==> src/rtl/peripheral_result_fifo.sv <==
// Result-report FIFO between a core's to_peripheral* outputs and a host consumer.
// The core has no backpressure, so excess writes are dropped, counted and flagged.
module peripheral_result_fifo #(
  parameter int unsigned CORE       = 0,
  parameter int unsigned DATA_WIDTH = 32,
  parameter int unsigned DEPTH_BITS = 3,
  parameter int unsigned DROP_BITS  = 16
) (
  input  logic                  clock,
  input  logic                  reset,
  input  logic                  in_valid,
  input  logic [1:0]            in_port,
  input  logic [DATA_WIDTH-1:0] in_data,
  output logic                  out_valid,
  input  logic                  out_ready,
  output logic [1:0]            out_port,
  output logic [DATA_WIDTH-1:0] out_data,
  output logic [DEPTH_BITS:0]   count,
  output logic                  empty,
  output logic                  full,
  output logic                  overflow,
  output logic [DROP_BITS-1:0]  drop_count,
  input  logic                  clear,
  input  logic                  report
);

  localparam int unsigned            Depth    = 2 ** DEPTH_BITS;
  localparam logic [DEPTH_BITS:0]    DepthCnt = (DEPTH_BITS + 1)'(Depth);
  localparam logic [DEPTH_BITS:0]    CntOne   = (DEPTH_BITS + 1)'(1);
  localparam logic [DEPTH_BITS-1:0]  PtrOne   = DEPTH_BITS'(1);
  localparam logic [DROP_BITS-1:0]   DropOne  = DROP_BITS'(1);

  logic [DATA_WIDTH+1:0]  mem_q [Depth];
  logic [DATA_WIDTH+1:0]  head;

  logic [DEPTH_BITS-1:0]  wr_ptr_q, wr_ptr_d;
  logic [DEPTH_BITS-1:0]  rd_ptr_q, rd_ptr_d;
  logic [DEPTH_BITS:0]    count_q, count_d;
  logic                   overflow_q, overflow_d;
  logic [DROP_BITS-1:0]   drop_q, drop_d;

  logic pop, push, drop, push_en;

  assign empty = (count_q == '0);
  assign full  = (count_q == DepthCnt);

  assign pop  = !empty && out_ready;
  assign push = in_valid && (!full || pop);
  assign drop = in_valid && full && !pop;

  // A clear in the same cycle suppresses the array write as well as the pointer moves.
  assign push_en = push && !clear;

  always_comb begin
    wr_ptr_d   = wr_ptr_q;
    rd_ptr_d   = rd_ptr_q;
    count_d    = count_q;
    overflow_d = overflow_q;
    drop_d     = drop_q;
    if (clear) begin
      wr_ptr_d   = '0;
      rd_ptr_d   = '0;
      count_d    = '0;
      overflow_d = 1'b0;
      drop_d     = '0;
    end else begin
      if (push) begin
        wr_ptr_d = wr_ptr_q + PtrOne;
      end
      if (pop) begin
        rd_ptr_d = rd_ptr_q + PtrOne;
      end
      if (push && !pop) begin
        count_d = count_q + CntOne;
      end else if (pop && !push) begin
        count_d = count_q - CntOne;
      end
      if (drop) begin
        overflow_d = 1'b1;
        if (drop_q != '1) begin
          drop_d = drop_q + DropOne;
        end
      end
    end
  end

  always_ff @(posedge clock or posedge reset) begin
    if (reset) begin
      wr_ptr_q   <= '0;
      rd_ptr_q   <= '0;
      count_q    <= '0;
      overflow_q <= 1'b0;
      drop_q     <= '0;
    end else begin
      wr_ptr_q   <= wr_ptr_d;
      rd_ptr_q   <= rd_ptr_d;
      count_q    <= count_d;
      overflow_q <= overflow_d;
      drop_q     <= drop_d;
    end
  end

  // Storage carries no reset; stale contents are never visible because the head is gated.
  always_ff @(posedge clock) begin
    if (push_en) begin
      mem_q[wr_ptr_q] <= {in_port, in_data};
    end
  end

  always_comb begin
    head      = mem_q[rd_ptr_q];
    out_valid = !empty;
    out_port  = '0;
    out_data  = '0;
    if (!empty) begin
      out_port = head[DATA_WIDTH+1:DATA_WIDTH];
      out_data = head[DATA_WIDTH-1:0];
    end
  end

  assign count      = count_q;
  assign overflow   = overflow_q;
  assign drop_count = drop_q;

`ifndef SYNTHESIS
  always_ff @(posedge clock) begin
    if (report) begin
      $display("peripheral_result_fifo core %0d: count=%0d drop_count=%0d",
               CORE, count_q, drop_q);
    end
  end
`endif

endmodule
==> config.mk <==
export PLATFORM = sky130hd
export DESIGN_NAME = peripheral_result_fifo
export DESIGN_NICKNAME = d
export VERILOG_FILES = /design/src/rtl/peripheral_result_fifo.sv
export SDC_FILE = /design/constraint.sdc
export NUM_CORES = 1
export LEC_CHECK = 0
export CORE_MARGIN = 8
export CORE_UTILIZATION = 55
export DETAILED_ROUTE_END_ITERATION = 12
export PLACE_DENSITY = 0.76
export SETUP_SLACK_MARGIN = 0.5
export SLEW_MARGIN = 10
export SYNTH_ARGS = -nofsm -noshare
export SYNTH_HDL_FRONTEND = slang
export SYNTH_SLANG_ARGS = --single-unit
==> constraint.sdc <==
create_clock -name clock -period 8.6 [get_ports clock]
set_input_delay 1.29 -clock clock [delete_from_list [all_inputs] [get_ports clock]]
set_output_delay 1.29 -clock clock [all_outputs]
set_load 0.05 [all_outputs]
==> results of run 1 <==
metal layers:
| metal | track usage | share of wire | vias to the layer above |
|---|---|---|---|
| met4 | 0.0492 | 0.021 | 0 |
| met3 | 0.0281 | 0.049 | 43 |
| met2 | 0.308 | 0.53 | 163 |
| li1 | - | - | 2655 |
| met1 | 0.220 | 0.41 | 3029 |
| met5 | 0 | 0 | - |
cell type report:
class	count	area, um^2
flip-flops and latches	299	8850
clock buffers	38	759
inverters	10	38.8
well taps	275	344
fillers	1390	7000
clock inverters	11	106
multi-input cells	266	2920
repair buffers	110	1070
cells by family (layout without fill, tap and decap cells):
| kind of cell | after synthesis | in the layout | synth area share |
|---|---|---|---|
| flops | 299 | 299 | 0.746 |
| simple gates | 120 | 120 | 0.0514 |
| mux | 106 | 106 | 0.162 |
| buf+inv | 36 | 169 | 0.0124 |
| compound gates | 21 | 21 | 0.0117 |
| xor+xnor | 13 | 13 | 0.00961 |
| fa+ha+maj | 6 | 6 | 0.00697 |
power breakdown:
group          internal, mW  switching [mW]
Sequential             1.63          0.0819
Combinational         0.440           0.672
Clock                 0.675           0.489
sequential cells by signal (all words and copies together), names as in the netlist:
name,flops
rd_ptr_q,3
overflow,1
count,4
wr_ptr_q,3
mem_q,272
drop_count,16
critical path: cells and delay by family (launching register included):
kind,cells,cell delay [ns]
buffers and inverters,2,1.48
flip-flops,1,0.76
multiplexers,2,0.86
AND/OR/NAND/NOR,1,0.07
worst paths after layout:
kind | endpoint | depth (start not counted)
min in group asynchronous | overflow | 2
worst max register to register | mem_q[2][31] | 5
worst min-delay path | overflow | 2
max in group asynchronous | rd_ptr_q[0] | 2
worst max-delay path | out_data[28] | 5
worst min register to register | overflow | 2
cells in the mapped netlist (7+ instances only):
| cell type | n |
|---|---|
| nor2_1 | 63 |
| buf_2 | 8 |
| inv_1 | 7 |
| dfrtp_1 | 27 |
| edfxtp_1 | 272 |
| nand2_1 | 9 |
| clkbuf_1 | 12 |
| nor3_1 | 11 |
| xor2_1 | 8 |
| mux2i_1 | 37 |
| mux4_2 | 68 |
cells in the final DEF (no fill, tap or decap), types with 6 or more instances in the layout:
| cell | n |
|---|---|
| clkdlybuf4s50_1 | 96 |
| nor2_4 | 6 |
| clkbuf_16 | 29 |
| dfrtp_1 | 24 |
| nand3_1 | 6 |
| mux4_2 | 68 |
| buf_4 | 14 |
| inv_1 | 7 |
| a21oi_1 | 6 |
| xor2_1 | 8 |
| nand2_1 | 9 |
| edfxtp_1 | 272 |
| mux2i_1 | 37 |
| nor2_1 | 57 |
| nor3_1 | 9 |
| clkbuf_1 | 9 |
==> out/metrics.cfg, run 1 <==
[detailed_routing]
drc=0
via_per_inst=5.84
drtAntennaViolNets=0
routed_wl_mm=23.0
drtIter0Drc=450
firstDrtPassIters=5
vias=5890
wire_per_inst_um=22.8

[hold_path]
hold_path.class=flip-flop to flip-flop
hold_start=overflow

[timing]
rsz0062_at_grt=false
finalHoldViolations=0
clock_skew_ns=0.00926
finalSetupViolations=0
fmax_mhz=197
slew-limit-headroom=0.302
slew_violations=0
worst_slack_ns=3.54
worst_pin_slew_ns=1.05
finalSetupTns_ns=0
min_period_over_period=0.589
timing.hold.ws_ns=0.523
min_period_ns=5.06

[clock_network]
ctsHoldBuffers=0
clk_path_buf_depth=3
cts_buffers=29
postCtsSetupBuffers=0
clkTransAtPathRegs_ns=0.06
insertion_delay_ns=0.54
cts_tree=done
cts_resized=0
clk_root_buffer_cell=clkbuf_16
cts.sinks=299
htreeDepth=1

[placed_design]
portBuffers=96
pre_cts_ws_ns=3.98
dp_cells=960
hpwl_mm=13.4
place_area_mm2=0.0132
place_congestion=0.761

[cells_and_area]
fin_nets=762
final_util=0.668
drive_gt1_frac=0.188
stdcell_count=1009
area_growth_pct=18.8
num_antenna_cells=0
stdcell_area_mm2=0.0141

[worst_setup_path]
start_kind=flip-flop
path_cells=buf_4 -> mux4_2 -> mux2i_1 -> nor2_1 -> clkdlybuf4s50_1
endpoint_kind=output pin
crit_slowest_cell=buf_4
cp_data_arrival_time_ns=3.77
crit_start=rd_ptr_q[0]
cp.required_ns=7.31
critical_path_class=flip-flop to output pin
path_max_fanout=44
rr_startpoint=count[3]
rrSetupSlack_ns=5.86
critical_path.max_stage_delay_ns=0.77

[logic_synthesis]
ys_async_sr_fraction=0.0903
ys.flop_type=edfxtp_1
ys_seq_area_frac=0.746
yosysWarnings=0
syn-cell-area_mm2=0.0119
synth_seq_cells=299
syn_nets=647
yosysTopAreaCellShare=0.689
synth_area_per_cell_um2=19.7
synthCells=601
yosys.area.top_type=edfxtp_1
synth_area_leaders=edfxtp_1 (69%), mux4_2 (13%), dfrtp_1 (5.7%)
synth_edf_count=272
synth_cell_type_count=50

[grt]
antenna_found_initial=0
grt.total_usage=0.174
grt_max_degree=71
grt-ovfl-total=0
grt_pass1_vias=6323
grt_pass1_wl_mm=35.4

[power]
finalPower_mw=3.99
static-leakage-power_nw=4.53
vdd_drop_max_mv=0.230
p_per_area_mw_per_mm2=283

[die]
die_h_um=163
die_area_mm2=0.0265
die_w_um=163
num_rows=53
ios=98
initial_core_util=0.562
core_mm2=0.0211

[outcome]
status=finished, final reports clean

[flow_run]
maxCapViolations=0

Note: power is estimated with default switching activity, not from simulation.
==> run 2: changes to the inputs <==
==> constraint.sdc (replaced) <==
create_clock -name clock -period 4.7 [get_ports clock]
set_input_delay 0.705 -clock clock [delete_from_list [all_inputs] [get_ports clock]]
set_output_delay 0.705 -clock clock [all_outputs]
set_load 0.05 [all_outputs]
==> out/metrics.cfg, run 2 (synthesis results as in run 1) <==
[detailed_routing]
drc=0  ; unchanged
drtIter0Drc=425  ; was 450
drtAntennaViolNets=0  ; unchanged
routed_wl_mm=23.1  ; was 23.0 mm
firstDrtPassIters=4  ; was 5
wire_per_inst_um=22.7  ; was 22.8 um
via_per_inst=5.83  ; was 5.84
vias=5938  ; was 5,890

[worst_setup_path]
path_cells=or4_1 -> clkinv_1 -> buf_4 -> nor2_1 -> clkdlybuf4s50_1  ; was buf_4 -> mux4_2 -> mux2i_1 -> nor2_1 -> clkdlybuf4s50_1
rr_worst_depth=5  ; unchanged
cp.depth=5  ; unchanged
critical_path.max_stage_delay_ns=0.85  ; was 0.77 ns
crit_slowest_cell=clkdlybuf4s50_1  ; was buf_4
path_buf_inv=3  ; was 2
path_max_fanout=22  ; was 44
cp_data_arrival_time_ns=3.25  ; was 3.77 ns
critical_path_class=flip-flop to output pin  ; unchanged
crit_family=buffers and inverters  ; unchanged
start_kind=flip-flop  ; unchanged
cp.required_ns=3.99  ; was 7.31 ns
endpoint_kind=output pin  ; unchanged

[timing]
min_period_ns=3.95
clock_skew_ns=0.0113  ; was 0.00926 ns
slew_violations=0  ; unchanged
finalSetupTns_ns=0  ; unchanged
rsz0062_at_grt=false  ; unchanged
slew-limit-headroom=0.296  ; was 0.302
finalSetupViolations=0  ; unchanged
finalHoldViolations=0  ; unchanged
min_period_over_period=0.841
worst_pin_slew_ns=1.06  ; was 1.05 ns
fmax_mhz=253
timing.hold.ws_ns=0.514  ; was 0.523 ns

[cells_and_area]
area_growth_pct=19.6  ; was 18.8%
largest_register=mem_q  ; unchanged
final_cell_mix=edfxtp_1 (272), clkdlybuf4s50_1 (96), mux4_2 (68)  ; unchanged
stdcell_count=1018  ; was 1,009
drive_gt1_frac=0.198  ; was 0.188
largest_reg_flops=272  ; unchanged
final_common_cell=edfxtp_1  ; unchanged
fin_nets=768  ; was 762
final_util=0.672  ; was 0.668

[grt]
grt_max_degree=37  ; was 71
grt_pass1_vias=6342  ; was 6,323
antenna_found_initial=2  ; was 0
grt-ovfl-total=0  ; unchanged
grt.total_usage=0.177  ; was 0.174
grt_pass1_wl_mm=36.0  ; was 35.4 mm

[die]
core_mm2=0.0211  ; unchanged
initial_core_util=0.562  ; unchanged
num_rows=53  ; unchanged
die_w_um=163  ; unchanged
ios=98  ; unchanged
die_h_um=163  ; unchanged
die_area_mm2=0.0265  ; unchanged

[placed_design]
hpwl_mm=14.2  ; was 13.4 mm
place_congestion=0.772  ; was 0.761
portBuffers=96  ; unchanged
dp_cells=966  ; was 960

[clock_network]
htreeDepth=1  ; unchanged
cts_resized=0  ; unchanged
clk_root_buffer_cell=clkbuf_16  ; unchanged
cts_buffers=29  ; unchanged
ctsHoldBuffers=0  ; unchanged
clk_path_buf_depth=3  ; unchanged
postCtsSetupBuffers=0  ; unchanged
clkTransAtPathRegs_ns=0.06  ; about the same
cts_tree=done  ; unchanged
insertion_delay_ns=0.53  ; was 0.54 ns
cts.sinks=299  ; unchanged

[hold_path]
whs_path_depth=2  ; unchanged
hold_path.class=flip-flop to flip-flop  ; unchanged

[power]
static-leakage-power_nw=4.59  ; was 4.53 nW
vdd_drop_max_mv=0.340  ; was 0.230 mV
p_per_area_mw_per_mm2=520  ; was 283 mW/mm^2

[flow_run]
maxCapViolations=0  ; unchanged

[outcome]
status=finished, final reports clean  ; unchanged

[run 2: path summary, 6_finish.rpt]
check / start / slack, ns / endpoint
max in group asynchronous: reset / 3.20 / rd_ptr_q[1]
max: count[0] / 0.75 / out_data[1]
max reg2reg: count[0] / 2.01 / mem_q[4][6]
min: overflow / 0.51 / overflow
min reg2reg: overflow / 0.51 / overflow
min in group asynchronous: reset / 0.73 / overflow
[run 2: metrics by stage]
step	worst slack [ns]	instance area, um^2	power (mW)
after detailed placement	1.25	13300	5.27
after floorplan	0.609	11900	4.60
after global routing	0.545	14200	7.64
after CTS	0.671	14200	7.45
after global placement	1.27	13300	5.22
final	0.747	14200	7.37
[run 2: tightest hold or removal path, delay by kind of cell, from the launching register on]
kind | cells | cell delay, ns
DFF | 1 | 0.37
AOI/OAI and AO/OA | 1 | 0.05
buffers and inverters | 1 | 0.05
[run 2: where the power goes]
group	total, mW	leakage, nW	internal (mW)	switching (mW)
logic	2.08	1.32	0.819	1.26
clock network	2.18	0.444	1.28	0.899
registers	3.11	2.82	2.99	0.122
total	7.37	4.59	5.09	2.28
[run 2: routing by layer]
| layer | up-vias | track usage | part of all wire |
|---|---|---|---|
| li1 | 2657 | - | - |
| met1 | 3064 | 0.219 | 0.39 |
| met2 | 176 | 0.316 | 0.53 |
| met3 | 39 | 0.0298 | 0.054 |
| met4 | 2 | 0.0550 | 0.022 |
| met5 | - | 0 | 0.00039 |
[run 2: area by class of cell]
class / count / area, um^2
clock inverter: 17 / 151
fill: 1357 / 6910
timing repair buffer: 116 / 1120
clock buffer: 34 / 744
antenna: 1 / 2.50
inverter: 10 / 38.8
tap: 275 / 344
sequential: 299 / 8850
multi-input combinational: 266 / 2920
